===== src/rtl/multicycle_sequencer.sv =====
// Multi-cycle FETCH/DECODE/EXECUTE/MEMORY/WRITEBACK stage sequencer for the 18-bit CPU datapath.
// Optional single-step mode: define SINGLE_STEP_EN to add the Step input and the STEP_WAIT stop after each retire.
module multicycle_sequencer #(
  parameter int MEM_WAIT_MAX = 8,
  parameter int CNT_W        = 16
) (
  input  logic             Clock,
  input  logic             Clear,
  input  logic             Start,
  input  logic             OpIsHalt,
  input  logic             OpIsJump,
  input  logic             OpIsLoad,
  input  logic             OpIsStore,
`ifdef SINGLE_STEP_EN
  input  logic             Step,
`endif
  input  logic             MemReady,
  output logic             IRLoad,
  output logic             PCWrite,
  output logic             RegWrite,
  output logic             MemToReg,
  output logic             MemRead,
  output logic             MemWrite,
  output logic [2:0]       State,
  output logic             Halted,
  output logic             MemTimeout,
  output logic [CNT_W-1:0] RetireCount
);

  typedef enum logic [2:0] {
    S_IDLE      = 3'd0,
    S_FETCH     = 3'd1,
    S_DECODE    = 3'd2,
    S_EXECUTE   = 3'd3,
    S_MEMORY    = 3'd4,
    S_WRITEBACK = 3'd5,
    S_HALT      = 3'd6,
    S_STEP_WAIT = 3'd7
  } state_t;

  typedef enum logic [2:0] {
    C_ALU   = 3'd0,
    C_JUMP  = 3'd1,
    C_LOAD  = 3'd2,
    C_STORE = 3'd3,
    C_HALT  = 3'd4
  } op_class_t;

  localparam int WAIT_W = $clog2(MEM_WAIT_MAX + 1);
  localparam logic [WAIT_W-1:0] WAIT_LAST = WAIT_W'(MEM_WAIT_MAX - 1);

`ifdef SINGLE_STEP_EN
  localparam state_t RETIRE_STATE = S_STEP_WAIT;
`else
  localparam state_t RETIRE_STATE = S_FETCH;
`endif

  state_t            state;
  state_t            state_next;
  op_class_t         op_class;
  op_class_t         op_class_next;
  logic [WAIT_W-1:0] wait_cnt;
  logic [WAIT_W-1:0] wait_cnt_next;
  logic              timeout_set;
  logic              timeout;
  logic [CNT_W-1:0]  retire_count;

  always_ff @(posedge Clock) begin
    if (Clear) begin
      state        <= S_IDLE;
      op_class     <= C_ALU;
      wait_cnt     <= '0;
      timeout      <= 1'b0;
      retire_count <= '0;
    end else begin
      state    <= state_next;
      op_class <= op_class_next;
      wait_cnt <= wait_cnt_next;
      if (timeout_set) begin
        timeout <= 1'b1;
      end
      if (PCWrite) begin
        retire_count <= retire_count + CNT_W'(1);
      end
    end
  end

  // RAM handshake: MemRead/MemWrite is a request held steady for the whole MEMORY
  // stay; the RAM completes it in any cycle where it samples MemReady=1 alongside the
  // request. After MEM_WAIT_MAX request cycles without MemReady the request is abandoned.
  always_comb begin
    state_next    = state;
    op_class_next = op_class;
    wait_cnt_next = wait_cnt;
    timeout_set   = 1'b0;
    case (state)
      S_IDLE: begin
        if (Start) begin
          state_next = S_FETCH;
        end
      end
      S_FETCH: begin
        state_next = S_DECODE;
      end
      S_DECODE: begin
        if (OpIsHalt) begin
          op_class_next = C_HALT;
          state_next    = S_HALT;
        end else begin
          state_next = S_EXECUTE;
          if (OpIsJump) begin
            op_class_next = C_JUMP;
          end else if (OpIsLoad) begin
            op_class_next = C_LOAD;
          end else if (OpIsStore) begin
            op_class_next = C_STORE;
          end else begin
            op_class_next = C_ALU;
          end
        end
      end
      S_EXECUTE: begin
        case (op_class)
          C_JUMP: begin
            state_next = RETIRE_STATE;
          end
          C_LOAD, C_STORE: begin
            state_next    = S_MEMORY;
            wait_cnt_next = '0;
          end
          default: begin
            state_next = S_WRITEBACK;
          end
        endcase
      end
      S_MEMORY: begin
        if (MemReady) begin
          state_next = (op_class == C_STORE) ? RETIRE_STATE : S_WRITEBACK;
        end else if (wait_cnt == WAIT_LAST) begin
          timeout_set = 1'b1;
          state_next  = S_HALT;
        end else begin
          wait_cnt_next = wait_cnt + WAIT_W'(1);
        end
      end
      S_WRITEBACK: begin
        state_next = RETIRE_STATE;
      end
      S_HALT: begin
        state_next = S_HALT;
      end
      S_STEP_WAIT: begin
`ifdef SINGLE_STEP_EN
        if (Step) begin
          state_next = S_FETCH;
        end
`else
        state_next = S_IDLE;
`endif
      end
      default: begin
        state_next = S_IDLE;
      end
    endcase
  end

  // Outputs decode from state and registered class. The one exception is the store
  // retire: PC advances in the very cycle the RAM accepts the write.
  always_comb begin
    IRLoad   = 1'b0;
    PCWrite  = 1'b0;
    RegWrite = 1'b0;
    MemToReg = 1'b0;
    MemRead  = 1'b0;
    MemWrite = 1'b0;
    Halted   = 1'b0;
    case (state)
      S_FETCH: begin
        IRLoad = 1'b1;
      end
      S_EXECUTE: begin
        PCWrite = (op_class == C_JUMP);
      end
      S_MEMORY: begin
        MemRead  = (op_class == C_LOAD);
        MemWrite = (op_class == C_STORE);
        PCWrite  = (op_class == C_STORE) && MemReady;
      end
      S_WRITEBACK: begin
        RegWrite = 1'b1;
        MemToReg = (op_class == C_LOAD);
        PCWrite  = 1'b1;
      end
      S_HALT: begin
        Halted = 1'b1;
      end
      default: begin
        IRLoad = 1'b0;
      end
    endcase
  end

  assign State       = state;
  assign MemTimeout  = timeout;
  assign RetireCount = retire_count;

endmodule


===== config.mk =====
export PLATFORM = sky130hd
export DESIGN_NAME = multicycle_sequencer
export DESIGN_NICKNAME = d
export VERILOG_FILES = /design/src/rtl/multicycle_sequencer.sv
export SDC_FILE = /design/constraint.sdc
export NUM_CORES = 1
export LEC_CHECK = 0
export CELL_PAD_IN_SITES_DETAIL_PLACEMENT = 0
export CELL_PAD_IN_SITES_GLOBAL_PLACEMENT = 1
export CORE_UTILIZATION = 37
export CTS_BUF_LIST = sky130_fd_sc_hd__clkbuf_4 sky130_fd_sc_hd__clkbuf_8
export DETAILED_ROUTE_END_ITERATION = 12
export GPL_ROUTABILITY_DRIVEN = 0
export GPL_TIMING_DRIVEN = 0
export PLACE_DENSITY = 0.84
export SLEW_MARGIN = 10
export SYNTH_ARGS = -nofsm -noshare
export SYNTH_HDL_FRONTEND = slang
export SYNTH_SLANG_ARGS = --single-unit

===== constraint.sdc =====
create_clock -name Clock -period 2.15 [get_ports Clock]
set_input_delay 0.215 -clock Clock [delete_from_list [all_inputs] [get_ports Clock]]
set_output_delay 0.215 -clock Clock [all_outputs]
set_load 0.01 [all_outputs]

-- Word-level counts from Yosys, hierarchy flattened
Index checks and enable logic that the tools add are counted.
- add/subtract/negate cells: 2
- eq/ne operators: 16
- multiplexer cells: 25
- reductions and logical operators: 6
- operators by type and width (kind ; count):
    $pmux 3 s8 ; 1
    $mux 3 ; 6
    $add 16x1->16 const B ; 1
    $eq 3x2->1 const B ; 4
    $eq 3x3->1 const B ; 4
    $mux 4 ; 3
    $mux 1 ; 9
    $pmux 4 s2 ; 1
    $eq 3x1->1 const B ; 2
    $mux 2 ; 3
    $ne 2x2->1 const B ; 3
    $pmux 3 s2 ; 1
    $add 4x1->4 const B ; 1
    $eq 4x3->1 const B ; 1
    $reduce_and 4->1 ; 1
    $logic_not 3->1 ; 1
    $ne 3x3->1 const B ; 1
    $pmux 1 s3 ; 1
    $ne 2x1->1 const B ; 1
    $reduce_and 2->1 ; 1
    $reduce_bool 2->1 ; 1
    $reduce_or 2->1 ; 1
    $logic_and 1x1->1 ; 1
- bits in registers: 27
- input bits: 8
- output and inout port bits: 27
- word-level logic and storage cells: 54

-- Depth between registers and ports, before layout
- depth in word-level cells: 4
- depth in mapped cells: 7
- depth with buffers taken out: 6

-- Worst setup path before layout
No wires, ideal clock.
- path type: register to register
- from: reg state[0] (netlist: State[0])
- to: reg retire_count[15] (netlist: RetireCount[15])
- setup time: 0.135 ns
- arrival time: 1.704 ns
- data required time: 2.015 ns
- path slack: 0.311 ns
- cell stages (with the launch flop): 7
- buffers on the path: 1
- period minus slack after synthesis: 1.839 ns
- cells stage by stage: dfxtp_1 -> clkinv_1 -> nor2_1 -> buf_2 -> o211ai_1 -> o311ai_0 -> o41ai_1
- longest elaborated chain between the ends: 2
- elaborated cells between the ends (all ways): 4
- classes of those cells: 3 x eq/ne; 1 x mux
- RTL lines (element ; RTL line ; source):
    start: declaration ; 58 ; state_t state;
    start signal: assignment ; 76 ; state <= state_next;
    $eq 3x3->1 / $eq 3x2->1 (equally long branches) ; 177 ; case (state)
    $pmux 1 s3 (*) ; 177 ;
    end signal: assignment ; 83 ; retire_count <= retire_count + CNT_W'(1);
    end: declaration ; 66 ; logic [CNT_W-1:0] retire_count;
Mark *: on every way between the ends. The rest lies on a longest branch, timed or not.
A chain may end at the register's enable or synchronous reset.

-- Final worst setup path
- from: reg state[0] (netlist: State[0])
- to: out RegWrite
- longest elaborated chain between the ends: 2
- RTL lines (element ; RTL line ; source):
    $eq 3x3->1 ; 177 ;
    $mux 1 ; 177 ;
    end: declaration ; 20 ; output logic RegWrite,
Every way passes these cells.

==> impl_metrics.toml <==
[setup_path]
cp-start-kind = "register"
crit_family = "buffers and inverters"
regToRegSetupSlack_ns = 0.20
r2r_start = "op_class[0]"
cp_slowest_cell = "clkdlybuf4s50_1"
worstPathArrival_ns = 1.81
cp.required_ns = 1.93
critical_path_class = "register to output pin"
end_kind = "output pin"
cp_max_fo = 10
crit_start = "State[0]"
cp_num_cells = 4
rr_worst_depth = 6
path_buf_inv = 3
crit_chain = "clkinv_2 > nor2_4 > buf_4 > clkdlybuf4s50_1"
r2r_end = "RetireCount[12]"
slowest_delay_ns = 0.55
crit_end = "RegWrite"

[synth]
yosysSeqAreaShare_pct = 39.3
syn_avg_cell_area_um2 = 8.34
ys.flop_type = "dfxtp_1"
synth_fp_nets = 175
synth-edff-count = 0
syn_area_mm2 = 0.00138
ys_types = 44
synth.most_common_cell = "dfxtp_1"
syn_inst = 165
synth_common_cells = "dfxtp_1 (27), nor2_1 (20), a21oi_1 (13), o21ai_0 (13)"
synth_top_area_share_pct = 39.3
yosys_register_bits = 27
synth_warnings = 0
yosys-top-cells-area = "dfxtp_1 (39%), nor2_1 (5.5%), a21oi_1 (4.7%), o21ai_0 (4.7%), xor2_1 (4.5%)"
async_reset_ff_share_pct = 0
yosys.area.top_type = "dfxtp_1"

[cells_and_area]
fin_util_pct = 53.9
layout-drive-gt1-share_pct = 10.8
fill_cells = 341
multi_input_area_um2 = 802
final_cells = 249
regArea_um2 = 547
diodes = 0
nNetsFinal = 214
area_growth_pct = 34.9

[clock_network]
clock-root-buffer = "clkbuf_8"
numCtsBuffers = 3
clk_pin_slew_worst_paths_ns = 0.09
cts_max_path_buffers = 2
holdBufCountCts = 0
htreeDepth = 1
clk_latency_ns = 0.28
clock-sinks = 27
cts_tree = "done"

[floorplan]
fp.dieArea_mm2 = 0.00397
start_util_pct = 40.0
fp.coreArea_mm2 = 0.00344
die_w_um = 63.0
io_pins = 35
die_h_um = 63.0
placementRows = 21

[sta]
fin_crit_ns = 2.02
rsz0062_at_grt = "no"
finalSetupViolations = 0
fmax_mhz = 494
clock_skew_ns = 0.000930
whs_ns = 0.329
drv_slew = 0
tightest_slew_ns = 0.503
hold_viol = 0
slew_headroom_pct = 66.4
min_period_over_period_pct = 94.1
fin_ws_ns = 0.127

[outcome]
status = "finished clean"

[pwr]
p_leak_nw = 0.644
ir_drop_v = 0.000279
power_mw = 1.06
power_density_mw_per_mm2 = 570

[min_path]
worstHoldPathType = "input pin to register"

[routing]
drt_first_pass_iters = 4
vias = 1340
dr.first_iter.drc_count = 47
drc = 0
wl_per_cell_um = 13.7
wl_mm = 3.41
viasPerCell = 5.38
ant_nets = 0

[global_routing]
grt_use_total_pct = 18.7
grt_max_degree = 16
grt_pass1_wl_mm = 5.86
overflow = 0
grt_pass1_vias = 1291
antenna_found_initial = 0

[place]
hpwl_mm = 2.46
portBuffers = 33
place_ws_ns = -0.0418
dpl.cell_count = 244

[flow_run]
drv_cap = 0
-- where the power goes --
group	switching, mW	leakage (nW)	internal [mW]
logic	0.118	0.399	0.102
registers	0.0257	0.220	0.518
clock network	0.165	0.0255	0.130
total	0.309	0.644	0.750
-- layer usage --
metal | global-route usage [%] | part of all wire (%)
met3 | 2.19 | 4.3
met1 | 22.4 | 44
met4 | 11.6 | 3.1
met2 | 31.3 | 48
met5 | 0 | 0
-- sequential cells by signal, summed over array words and instances (netlist names) --
register,count
MemTimeout,1
RetireCount,16
State,3
op_class,3
wait_cnt,4
-- how the worst min path moves through the flow --
| stage | cells after the start | end | start |
|---|---|---|---|
| floorplan | 2 | op_class[2] | OpIsHalt |
| CTS | 2 | RetireCount[1] | Clear |
| global placement | 2 | wait_cnt[1] | wait_cnt[1] |
| finish | 2 | RetireCount[1] | Clear |
| global route | 2 | wait_cnt[1] | Clear |
| detailed placement | 2 | wait_cnt[1] | wait_cnt[1] |
-- through the flow --
step                      instance area, um2  TNS (ns)
after floorplan                         1380         0
after global placement                  1760   -0.0739
after detailed placement                1760   -0.0418
after CTS                               1830         0
after global routing                    1860         0
final                                   1860         0
-- cell usage in the layout, fill, tap and decap left out, drive strengths merged, types with 2 or more instances in the layout --
cell type and instances:
xor2 7, inv 7, buf 3, nor4 2
ha 2, xnor2 3, nor2 21, or3b 2
nand2 5, nand3b 2, a21oi 13, clkinv 2
and3 7, nor3 6, dfxtp 27, o2111ai 3
nor2b 3, nand3 4, clkbuf 9, nand2b 3
or3 7, clkdlybuf4s50 32, o21ai 13
-- cell type report --
class	instances	share of cell area, %
timing repair buffer	34	18.1
buffer	8	1.95
multi-input combinational	122	43.2
tap	46	3.10
sequential	27	29.4
clock inverter	1	0.270
inverter	8	1.68
clock buffer	3	2.22
-- kinds of logic after synthesis --
kind of cell,Yosys count,share of synthesized area (%)
flops,27,39.3
mux,1,0.727
fa+ha+maj,2,1.82
compound gates,41,20.5
xor+xnor,10,6.36
buf+inv,16,4.55
simple gates,68,26.7
-- what timing repair did --
action / CTS / global route
pin swaps: 1 / 0
cloned: 0 / 0
buffers inserted: 1 / 0
setup endpoints to repair: 2 / 4
resized for setup: 9 / 6
Power figures use the tool's default switching activity.
